`src/rtl/mul16_seq_ctrl.sv`:
```
// Sequential unsigned shift-and-add multiplier: one partial product per clock,
// WIDTH iterations per operation, with a start/busy/done handshake.
//
//   state  | meaning
//   -------+-----------------------------------------------------------
//   S_IDLE | waiting for start; operands latched on the accepting edge
//   S_RUN  | one add-and-shift iteration per clock, WIDTH iterations
//   S_DONE | product valid, done high for this single cycle
module mul16_seq_ctrl #(
    parameter int WIDTH = 16
) (
    input  logic               clk,
    input  logic               rst_n,
    input  logic               start,
    input  logic [WIDTH-1:0]   a,
    input  logic [WIDTH-1:0]   b,
    output logic               busy,
    output logic               done,
    output logic [2*WIDTH-1:0] product
);

    localparam int CW = $clog2(WIDTH) + 1;
    localparam logic [CW-1:0] CNT_LAST = CW'(WIDTH - 1);

    typedef enum logic [1:0] {
        S_IDLE = 2'd0,
        S_RUN  = 2'd1,
        S_DONE = 2'd2
    } state_t;

    state_t               state_q, state_d;
    logic [WIDTH-1:0]     a_q, a_d;
    logic [WIDTH-1:0]     q_q, q_d;
    logic [WIDTH-1:0]     p_q, p_d;
    logic [CW-1:0]        cnt_q, cnt_d;
    logic                 busy_q, busy_d;
    logic                 done_q, done_d;
    logic [2*WIDTH-1:0]   prod_q, prod_d;

    logic [WIDTH-1:0]     pp;
    logic [WIDTH:0]       sum;

    always_ff @(posedge clk or negedge rst_n) begin
        if (!rst_n) begin
            state_q <= S_IDLE;
            a_q     <= '0;
            q_q     <= '0;
            p_q     <= '0;
            cnt_q   <= '0;
            busy_q  <= 1'b0;
            done_q  <= 1'b0;
            prod_q  <= '0;
        end else begin
            state_q <= state_d;
            a_q     <= a_d;
            q_q     <= q_d;
            p_q     <= p_d;
            cnt_q   <= cnt_d;
            busy_q  <= busy_d;
            done_q  <= done_d;
            prod_q  <= prod_d;
        end
    end

    // The carry out of the add lands in the accumulator MSB after the shift,
    // so it is retained without a separate flop.
    always_comb begin
        pp  = a_q & {WIDTH{q_q[0]}};
        sum = {1'b0, p_q} + {1'b0, pp};

        state_d = state_q;
        a_d     = a_q;
        q_d     = q_q;
        p_d     = p_q;
        cnt_d   = cnt_q;
        busy_d  = busy_q;
        done_d  = 1'b0;
        prod_d  = prod_q;

        case (state_q)
            S_IDLE: begin
                if (start) begin
                    a_d     = a;
                    q_d     = b;
                    p_d     = '0;
                    cnt_d   = '0;
                    state_d = S_RUN;
                    busy_d  = 1'b1;
                end
            end
            S_RUN: begin
                p_d   = sum[WIDTH:1];
                q_d   = {sum[0], q_q[WIDTH-1:1]};
                cnt_d = cnt_q + CW'(1);
                if (cnt_q == CNT_LAST) begin
                    state_d = S_DONE;
                    done_d  = 1'b1;
                    prod_d  = {sum[WIDTH:1], sum[0], q_q[WIDTH-1:1]};
                end
            end
            S_DONE: begin
                state_d = S_IDLE;
                busy_d  = 1'b0;
            end
            default: begin
                state_d = S_IDLE;
                busy_d  = 1'b0;
            end
        endcase
    end

    assign busy    = busy_q;
    assign done    = done_q;
    assign product = prod_q;

endmodule

```
`config.mk`:
```
export PLATFORM = sky130hd
export DESIGN_NAME = mul16_seq_ctrl
export DESIGN_NICKNAME = d
export VERILOG_FILES = /design/src/rtl/mul16_seq_ctrl.sv
export SDC_FILE = /design/constraint.sdc
export NUM_CORES = 1
export LEC_CHECK = 0
export BUFFER_PORTS_ARGS = -buffer_cell sky130_fd_sc_hd__buf_2
export CORE_MARGIN = 2
export CORE_UTILIZATION = 47
export CTS_BUF_LIST = sky130_fd_sc_hd__clkbuf_16
export DETAILED_ROUTE_END_ITERATION = 6
export GPL_TIMING_DRIVEN = 0
export PLACE_DENSITY_LB_ADDON = 0.12
export RECOVER_POWER = 50
export SKIP_LAST_GASP = 1
export SLEW_MARGIN = 10
export SYNTH_ARGS = -nofsm -noshare
export SYNTH_HDL_FRONTEND = slang
export SYNTH_SLANG_ARGS = --single-unit
```
`constraint.sdc`:
```
create_clock -name clk -period 5.9 [get_ports clk]
set_input_delay 1.18 -clock clk [delete_from_list [all_inputs] [get_ports clk]]
set_output_delay 1.18 -clock clk [all_outputs]
set_load 0.03 [all_outputs]
```
Yosys cells after proc, flatten, opt, wreduce, memory -nomap -nowiden
Cells that the tools add are included.
{"block": "totals", "regBits": 89, "wordCells": 36, "inputBits": 35}
{"block": "op_classes", "reduce_logical": 7, "eq_ne": 4, "muxes": 13, "bitwise": 2, "addsub": 2}
{"operator": "one-hot mux 16 bit (2 select lines)", "n": 2}
{"operator": "two-way mux 16 bit", "n": 2}
{"operator": "adder 16 x 16 -> 17 bit", "n": 1}
{"operator": "bitwise AND 16 bit", "n": 1}
{"operator": "one-hot mux 5 bit (2 select lines)", "n": 1}
{"operator": "AND reduction 2 bit", "n": 5}
{"operator": "adder 5 x 1 -> 5 bit, second input constant", "n": 1}
{"operator": "== test 5 x 4 -> 1 bit, second input constant", "n": 1}
{"operator": "two-way mux 5 bit", "n": 1}
{"operator": "two-way mux 2 bit", "n": 2}
{"operator": "inequality test 2 bit, second input constant", "n": 2}
{"operator": "one-hot mux 2 bit (2 select lines)", "n": 1}
{"operator": "two-way mux 1 bit", "n": 3}
{"operator": "== test 2 x 1 -> 1 bit, second input constant", "n": 1}
{"operator": "zero test 2 bit", "n": 1}
{"operator": "one-hot mux 1 bit (2 select lines)", "n": 1}
{"operator": "nonzero test 2 bit", "n": 1}
{"operator": "NOT 1 bit", "n": 1}

Depth between registers and ports, before layout
Gate-level depths: netlist of run 1.
{"block": "logic_depth", "word_depth": 3, "depth_mapped": 10, "ltp_nobuf": 9}

Worst setup path before layout of run 1
No wires, ideal clock.
{"block": "synth_path", "kind": "register to register", "startpoint": "register q_q[0]", "endpoint": "register p_q[13]", "arrival_ns": 2.470, "slack_ns": 3.309, "required_ns": 5.778, "n_path_buf": 1, "stages_incl_launch_ff": 11, "synth_period_minus_slack_ns": 2.591, "path_cell_list": "dfrtp_1 -> clkbuf_1 -> and2_1 -> ha_1 -> fa_1 -> a211oi_1 -> o21ai_0 -> nand2_1 -> a21oi_1 -> or3_1 -> a32o_1"}
{"block": "synth_between", "elab_chain_len": 3}
{"item": "from (decl)", "line": "33", "rtl": "logic [WIDTH-1:0] q_q, q_d;"}
{"item": "from (signal assigned)", "line": "56", "rtl": "q_q <= q_d;"}
{"item": "bitwise AND 16 bit", "line": "68", "rtl": "pp = a_q & {WIDTH{q_q[0]}};"}
{"item": "adder 16 x 16 -> 17 bit", "line": "69", "rtl": "sum = {1'b0, p_q} + {1'b0, pp};"}
{"item": "one-hot mux 16 bit (2 select lines)", "line": "80", "rtl": "case (state_q)"}
{"item": "to (signal assigned)", "line": "57", "rtl": "p_q <= p_d;"}
{"item": "to (decl)", "line": "34", "rtl": "logic [WIDTH-1:0] p_q, p_d;"}
No other way between the ends.
A chain may end at the register's enable or synchronous reset.

Worst setup path in the final report of run 1
Same ends and word-level chain as after synthesis.

==> results of run 1 <==
==> critical path, delay by kind of cell, from the launching register on <==
family | cells | cell delay [ps]
compound gates | 4 | 900
simple gates | 3 | 700
fa+ha+maj | 2 | 650
flops | 1 | 440
buf+inv | 1 | 230
==> routing by layer <==
metal / routed length [um] / vias up / global-route usage
li1: - / 1838 / -
met5: 0 / - / 0
met2: 4630 / 109 / 0.319
met3: 553 / 9 / 0.0400
met4: 125 / 0 / 0.0613
met1: 5320 / 1786 / 0.327
==> state kept, by name, summed over array words and instances (netlist names) <==
name / cells
cnt_q: 5
state_q: 2
busy: 1
product: 32
done: 1
p_q: 16
a_q: 16
q_q: 16
==> cell families after synthesis <==
| group | after synthesis |
|---|---|
| mux | 2 |
| flops | 89 |
| compound gates | 132 |
| simple gates | 202 |
| fa+ha+maj | 19 |
| buf+inv | 33 |
| xor+xnor | 11 |
==> synth_stat cells, types with 2 or more instances <==
cell type,instances
nand2_1,141
dfrtp_1,89
o21ai_0,47
a21oi_1,29
clkbuf_1,20
ha_1,18
and2_1,17
nor2b_1,17
a22oi_1,15
nor2_1,10
a21o_1,8
a22o_1,8
xor2_1,6
xnor2_1,5
inv_1,4
a211o_1,3
a211oi_1,3
a31oi_1,3
and3_1,3
buf_6,3
nand3_1,3
a211oi_2,2
a31o_2,2
buf_1,2
mux2_2,2
nand2b_1,2
nand4_1,2
nor3_1,2
o21bai_1,2
==> per-stage QoR <==
stage          instance area (sq um)  worst slack [ps]  instances  power, mW
3_3_place_gp                    4990              2820        685       2.44
4_1_cts                         5340              2880        702       3.10
3_5_place_dp                    5020              2900        686       2.48
5_1_grt                         5320              2650        702       3.31
6_report                        5320              2870        702       3.08
2_1_floorplan                   4490              3310        488       2.07
==> worst max path at each step <==
stage	startpoint	to	slack [ps]	cells past startpoint
after CTS	q_q[0]	p_q[13]	2880	10
after global placement	rst_n	product[8]	2820	1
after detailed placement	q_q[0]	p_q[13]	2900	10
after floorplan	q_q[0]	p_q[13]	3310	10
final	q_q[0]	p_q[13]	2870	10
after global routing	q_q[0]	p_q[13]	2650	10
==> final cells by class <==
type | instances | area, sq um | share of cell area
sequential | 89 | 2230 | 0.419
multi-input combinational | 366 | 2100 | 0.395
timing repair buffer | 69 | 355 | 0.0668
clock buffer | 9 | 225 | 0.0424
tap | 129 | 161 | 0.0304
buffer | 28 | 135 | 0.0254
clock inverter | 7 | 93.8 | 0.0177
inverter | 5 | 18.8 | 0.00353
==> power breakdown <==
part           internal [mW]  total [mW]  switching (mW)
registers              0.895        1.07           0.178
logic                  0.510        1.40           0.890
clock network          0.372       0.611           0.239
==> flow_metrics.py, run 1 <==
metrics = {
    "status": {
        "status": "finished with violations",
        "violations": "max-capacitance violations, max-slew violations",
    },
    "flow_run": {
        "max_cap_viol_count": 1,
    },
    "sta": {
        "fin_worst_skew_ps": 8.21,
        "slew_headroom": -0.0888,
        "fin_hold_ws_ps": 466,
        "report.final.slew_viol_count": 29,
        "tns_ps": 0,
        "final-hold-violation-count": 0,
        "rsz0062_at_grt": "no",
        "fmax_mhz": 330,
        "min_period_ps": 3030,
        "fin_crit_sh": 0.514,
        "tightest_slew_ps": 1630,
        "setup_viol": 0,
    },
    "place": {
        "dpl.hpwl_mm": 7.79,
        "place_congestion": 0.870,
        "port_buffers": 68,
    },
    "drt": {
        "wirelength_mm": 10.6,
        "viasPerCell": 5.33,
        "vias": 3742,
        "drc_errors": 0,
        "drt_iter0_markers": 212,
        "first_pass_iters": 5,
        "drtAntennaViolNets": 0,
        "wire_per_inst_um": 15.1,
    },
    "worst_setup_path": {
        "path_cells": "clkbuf_1 -> and2_1 -> ha_1 -> fa_1 -> a211oi_1 -> o21ai_0 -> nand2_1 -> a21oi_1 -> or3_1 -> a32o_1",
        "reg2reg_to": "p_q[13]",
        "crit_arrival_ps": 3250,
        "path_max_fanout": 10,
        "worst-setup-path-type": "reg2reg",
        "cp-end-kind": "flop",
        "critical-path-max-stage-delay_ps": 440,
        "timing.rr.start": "q_q[0]",
        "startpoint_type": "flop",
        "reg2reg_depth": 10,
        "rrSetupSlack_ps": 2870,
        "slowest_stage": "dfrtp_1",
        "worstPathRequired_ps": 6120,
    },
    "global_routing": {
        "grt_usage": 0.217,
        "grt_overflow": 0,
        "grt_max_degree": 62,
        "grt_pass1_wl_mm": 17.4,
        "antenna_found_initial": 0,
        "grt_pass1_vias": 3526,
    },
    "floorplanning": {
        "die_w_um": 102,
        "die_h_um": 102,
        "fp-row-count": 35,
        "core_sq_um": 9240,
        "die-area_sq_um": 10300,
        "start_util": 0.486,
        "ios": 69,
    },
    "synth": {
        "synth_edf_count": 0,
        "syn_inst": 488,
        "synth.largest_area_cell": "dfrtp_1",
        "async_reset_ff_frac": 1.00,
        "synth_fa_ha_area_frac": 0.0546,
        "synth_top_cell_area_share": 0.496,
        "ys_top_cells_by_area": "dfrtp_1 (50%), nand2_1 (12%), o21ai_0 (5.2%)",
        "syn_nets": 542,
        "synthMuxAreaShare": 0.00502,
        "yosys_warnings": 0,
        "yosysSeqAreaShare": 0.496,
        "synth_compound_area_frac": 0.190,
        "synthXorXnorAreaFrac": 0.0215,
        "synth-seq-cells": 89,
        "netlist_area_sq_um": 4490,
        "synthSimpleGateAreaFrac": 0.197,
        "syn_area_per_cell_sq_um": 9.20,
        "synth_top_family_by_area": "simple AND/OR/NAND/NOR gates",
        "synthDistinctLibCells": 49,
        "synth_flop_cell": "dfrtp_1",
    },
    "min_path": {
        "hold_depth": 2,
        "holdPathEnd": "product[2]",
        "min_path_type": "reg2reg",
        "hold_path_startpoint": "product[2]",
    },
    "clock_tree": {
        "cts_inserted_buffers": 9,
        "clockRootBuffer": "clkbuf_16",
        "cts_sinks": 89,
        "h-tree-depth": 3,
        "post_cts_buffers": 0,
        "clkLatencyLatePin_ps": 340,
        "cts.clk_slew.worst_paths_ps": 70,
        "ctsHoldBuffers": 0,
        "clock_path_buffers": 2,
        "cts_tree": "built",
        "cts.repair.resized": 0,
    },
    "cells_and_area": {
        "mostFrequentLayoutCell": "nand2_1",
        "final_layout_size_suffix_gt1_frac": 0.154,
        "layout_common_cells": "nand2_1 (141), dfrtp_1 (89), buf_2 (59)",
        "post-route-util": 0.575,
        "fillers": 840,
        "area_delta_synth_final_pct": 18.5,
        "final_nets": 622,
        "n_antenna_cell": 0,
    },
    "pwr": {
        "p_leak_nw": 2.66,
        "vdd_drop_max_mv": 0.238,
        "p_per_area_nw_per_um2": 580,
    },
}
(Power assumes the default switching activity.)
==> run 2: changes to the inputs <==
Clock period 5.9 ns to 2.95 ns, I/O delays scaled along.
==> flow_metrics.py, run 2 (same netlist as run 1, synthesis figures left out) <==
metrics = {
    "status": {
        "status": "finished clean",
    },
    "worst_setup_path": {
        "worst-setup-path-type": "reg2reg",
        "cp-end-kind": "flop",
        "crit_arrival_ps": 2970,
        "worstPathRequired_ps": 3170,
        "startpoint_type": "flop",
        "path_max_fanout": 17,
    },
    "sta": {
        "final-hold-violation-count": 0,
        "rsz0062_at_grt": "no",
        "tightest_slew_ps": 1480,
        "setup_viol": 0,
        "fin_hold_ws_ps": 438,
        "fin_crit_sh": 0.930,
        "fin_worst_skew_ps": 10.9,
        "setup_ws_ps": 207,
        "min_period_ps": 2740,
        "tns_ps": 0,
        "slew_headroom": 0.0101,
        "report.final.slew_viol_count": 0,
        "fmax_mhz": 365,
    },
    "drt": {
        "wire_per_inst_um": 15.0,
        "first_pass_iters": 5,
        "drtAntennaViolNets": 0,
        "drt_iter0_markers": 172,
        "vias": 3764,
        "viasPerCell": 5.37,
        "drc_errors": 0,
        "wirelength_mm": 10.5,
    },
    "clock_tree": {
        "clockRootBuffer": "clkbuf_16",
        "cts_inserted_buffers": 9,
        "cts_tree": "built",
        "cts.clk_slew.worst_paths_ps": 60,
        "ctsHoldBuffers": 0,
        "post_cts_buffers": 0,
        "clock_path_buffers": 2,
        "clkLatencyLatePin_ps": 340,
        "cts_sinks": 89,
        "h-tree-depth": 3,
    },
    "floorplanning": {
        "die_w_um": 102,
        "fp-row-count": 35,
        "ios": 69,
        "die_h_um": 102,
        "die-area_sq_um": 10300,
        "start_util": 0.486,
        "core_sq_um": 9240,
    },
    "global_routing": {
        "grt_overflow": 0,
        "grt_pass1_wl_mm": 17.5,
        "antenna_found_initial": 0,
        "grt_max_degree": 62,
        "grt_usage": 0.217,
        "grt_pass1_vias": 3537,
    },
    "cells_and_area": {
        "final_nets": 621,
        "final_cells": 701,
        "design_area_sq_um": 5290,
        "area_delta_synth_final_pct": 17.9,
        "layout_common_cells": "nand2_1 (141), dfrtp_1 (88), buf_2 (53)",
        "n_antenna_cell": 0,
        "largest_reg_flops": 32,
        "post-route-util": 0.573,
        "final_layout_size_suffix_gt1_frac": 0.147,
        "fillers": 846,
        "mostFrequentLayoutCell": "nand2_1",
    },
    "pwr": {
        "vdd_drop_max_mv": 0.474,
        "power_mw": 6.15,
        "p_per_area_nw_per_um2": 1160,
        "p_leak_nw": 2.63,
    },
    "flow_run": {
        "max_cap_viol_count": 0,
    },
    "min_path": {
        "min_path_type": "in2reg",
    },
    "place": {
        "port_buffers": 68,
        "dpl.hpwl_mm": 7.79,
        "post-place-ws_ps": -50.8,
        "placed_cells_incl_taps": 686,
        "place_congestion": 0.870,
        "place_area_sq_um": 5020,
    },
}
run 2: cell count changes in the layout (fill, tap and decap cells not counted), sizes merged:
| cell | delta |
|---|---|
| buf | -6 |
| clkbuf | +5 |
run 2: critical path, cell delays in order, from the launching register on:
cell and delay [ps]:
dfrtp_2 490, and2_1 190, ha_1 220, fa_1 440
a211oi_2 310, o21ai_0 160, nand2_1 120, a21oi_1 80
or3_1 370, a32o_1 260
run 2: what timing repair did:
| action | in CTS | in global routing |
|---|---|---|
| cloned | 0 | 0 |
| gates resized for setup | 1 | 1 |
| endpoints found under the setup margin | 4 | 9 |
run 2: routing by layer:
layer | share of wire | global-route usage
met1 | 0.50 | 0.327
met2 | 0.43 | 0.321
met3 | 0.061 | 0.0400
met4 | 0.012 | 0.0613
met5 | 0 | 0
run 2: final cells by class:
type | instances | area (sq um) | area share
Tap cell | 129 | 161 | 0.0305
Clock buffer | 9 | 225 | 0.0426
Buffer | 27 | 131 | 0.0248
Sequential cell | 89 | 2230 | 0.421
Timing Repair Buffer | 69 | 328 | 0.0620
Multi-Input combinational cell | 366 | 2100 | 0.398
Inverter | 5 | 18.8 | 0.00355
Clock inverter | 7 | 93.8 | 0.0177
run 2: worst paths after layout:
path	slack, ps	endpoint	start	cells past startpoint
max in group asynchronous	640	q_q[0]	rst_n	2
setup / recovery	210	p_q[13]	q_q[0]	9
hold reg to reg	470	a_q[6]	a_q[6]	2
min in group asynchronous	600	p_q[14]	rst_n	1
setup reg to reg	210	p_q[13]	q_q[0]	9
hold / removal	440	a_q[10]	a[10]	3
run 2: power breakdown:
part           switching, mW  total [mW]  internal [mW]
combinational           1.77        2.77           1.00
sequential             0.365        2.16           1.79
clock                  0.476        1.22          0.743
total                   2.61        6.15           3.54
==> run 3: changes to the inputs <==
Settings changed: BUFFER_PORTS_ARGS -buffer_cell sky130_fd_sc_hd__buf_2 to -buffer_cell sky130_fd_sc_hd__buf_4, CELL_PAD_IN_SITES_DETAIL_PLACEMENT set to 0, CELL_PAD_IN_SITES_GLOBAL_PLACEMENT set to 1, CORE_UTILIZATION 47 to 43.
==> flow_metrics.py, run 3 (same netlist as run 1, synthesis figures left out) <==
metrics = {
    "status": {
        "status": "finished with violations",
        "violations": "max-capacitance violations, max-slew violations",
    },
    "floorplanning": {
        "fp-row-count": 37,
        "start_util": 0.439,
        "die_w_um": 106,
        "ios": 69,
        "core_sq_um": 10200,
        "die-area_sq_um": 11300,
        "die_h_um": 106,
    },
    "sta": {
        "tns_ps": 0,
        "min_period_ps": 2710,
        "fmax_mhz": 369,
        "fin_worst_skew_ps": 9.94,
        "rsz0062_at_grt": "no",
        "report.final.slew_viol_count": 90,
        "setup_ws_ps": 237,
        "fin_hold_ws_ps": 440,
        "setup_viol": 0,
        "slew_headroom": -0.500,
        "tightest_slew_ps": 2250,
        "final-hold-violation-count": 0,
        "fin_crit_sh": 0.920,
    },
    "worst_setup_path": {
        "timing.rr.start": "q_q[0]",
        "crit_arrival_ps": 2940,
        "critical-path-max-stage-delay_ps": 480,
        "reg2reg_to": "p_q[13]",
        "cp-end-kind": "flop",
        "rrSetupSlack_ps": 240,
        "path_cells": "and2_1 -> ha_1 -> fa_1 -> a211oi_2 -> o21ai_0 -> nand2_1 -> a21oi_1 -> or3_1 -> a32o_1",
        "worstSetupStartpoint": "q_q[0]",
        "reg2reg_depth": 9,
        "worst-setup-path-type": "reg2reg",
        "path_max_fanout": 17,
        "startpoint_type": "flop",
        "slowest_stage": "dfrtp_2",
        "worstPathRequired_ps": 3180,
    },
    "pwr": {
        "p_leak_nw": 2.67,
        "power_switching_mw": 2.59,
        "power_frac_comb": 0.458,
        "clock_power_share": 0.196,
        "p_per_area_nw_per_um2": 1150,
        "power_mw": 6.20,
        "intPower_mw": 3.61,
        "vdd_drop_max_mv": 0.468,
        "swShare": 0.418,
        "seq_power_share": 0.347,
    },
    "clock_tree": {
        "cts.repair.resized": 1,
        "cts.clk_slew.worst_paths_ps": 70,
        "clkLatencyLatePin_ps": 340,
        "clock_path_buffers": 2,
        "ctsHoldBuffers": 0,
        "clockRootBuffer": "clkbuf_16",
        "h-tree-depth": 3,
        "cts_sinks": 89,
        "cts_inserted_buffers": 9,
        "post_cts_buffers": 0,
        "cts_tree": "built",
    },
    "place": {
        "dpl.hpwl_mm": 7.82,
        "port_buffers": 68,
        "post-place-ws_ps": -26.0,
        "place_congestion": 0.851,
    },
    "cells_and_area": {
        "layout_common_cells": "nand2_1 (141), dfrtp_1 (88), buf_4 (53)",
        "mostFrequentLayoutCell": "nand2_1",
        "final_layout_size_suffix_gt1_frac": 0.144,
        "final_nets": 620,
        "n_antenna_cell": 0,
        "largest_reg_flops": 32,
        "multiInputGateArea_sq_um": 2100,
        "fillers": 1005,
        "area_delta_synth_final_pct": 20.7,
        "seqCellArea_sq_um": 2230,
    },
    "drt": {
        "viasPerCell": 5.17,
        "wirelength_mm": 10.8,
        "vias": 3654,
        "first_pass_iters": 5,
        "drc_errors": 0,
        "drtAntennaViolNets": 0,
        "drt_iter0_markers": 181,
        "wire_per_inst_um": 15.3,
    },
    "flow_run": {
        "max_cap_viol_count": 1,
    },
    "global_routing": {
        "grt_pass1_wl_mm": 18.2,
        "antenna_found_initial": 0,
        "grt_pass1_vias": 3553,
        "grt_usage": 0.207,
        "grt_overflow": 0,
        "grt_max_degree": 90,
    },
    "min_path": {
        "min_path_type": "in2reg",
        "hold_path_startpoint": "a[1]",
        "hold_depth": 3,
        "holdPathEnd": "a_q[1]",
    },
}
==> run 3: layout make-up <==
cell class                 instances  share of cell area
buffer                            27              0.0242
clock buffer                       9              0.0416
clock inverter                     7              0.0162
inverter                           5             0.00346
multi-input combinational        366               0.388
sequential                        89               0.411
tap                              136              0.0314
timing repair buffer              68              0.0834
==> run 3: stage by stage <==
stage	util	instances	cell area, sq um
6_report	0.530	707	5420
5_1_grt	0.530	707	5420
4_1_cts	0.536	708	5490
3_5_place_dp	0.505	692	5170
3_3_place_gp	0.505	692	5170
2_1_floorplan	-	488	4490
==> run 3: worst max-delay path: cells and delay by family, from the launching register on <==
family / cells / cell delay, ps
DFF: 1 / 480
adders and majority gates: 2 / 670
AOI/OAI and AO/OA: 4 / 760
and+or+nand+nor: 3 / 680
==> run 3: metal layers <==
layer  up-vias  routed length [um]  GRT usage
met3        12                 473     0.0264
met2        90                4550      0.292
met4         0                 159     0.0780
met1      1716                5640      0.321
met5         -                   0          0
li1       1836                   -          -
==> run 3: how the worst max path moves through the flow <==
stage,end,cells after the start
floorplan,p_q[13],10
global placement,p_q[13],10
detailed placement,p_q[13],10
CTS,p_q[13],10
global route,q_q[0],1
finish,p_q[13],9
==> run 3: power groups by stage <==
stage               registers [mW]  clock network [mW]  logic [mW]
global placement              2.14                   0        2.89
floorplan                     2.52                   0        1.62
global route                  2.23                1.30        3.17
finish                        2.15                1.22        2.84
CTS                           2.15                1.23        2.95
detailed placement            2.17                   0        2.93
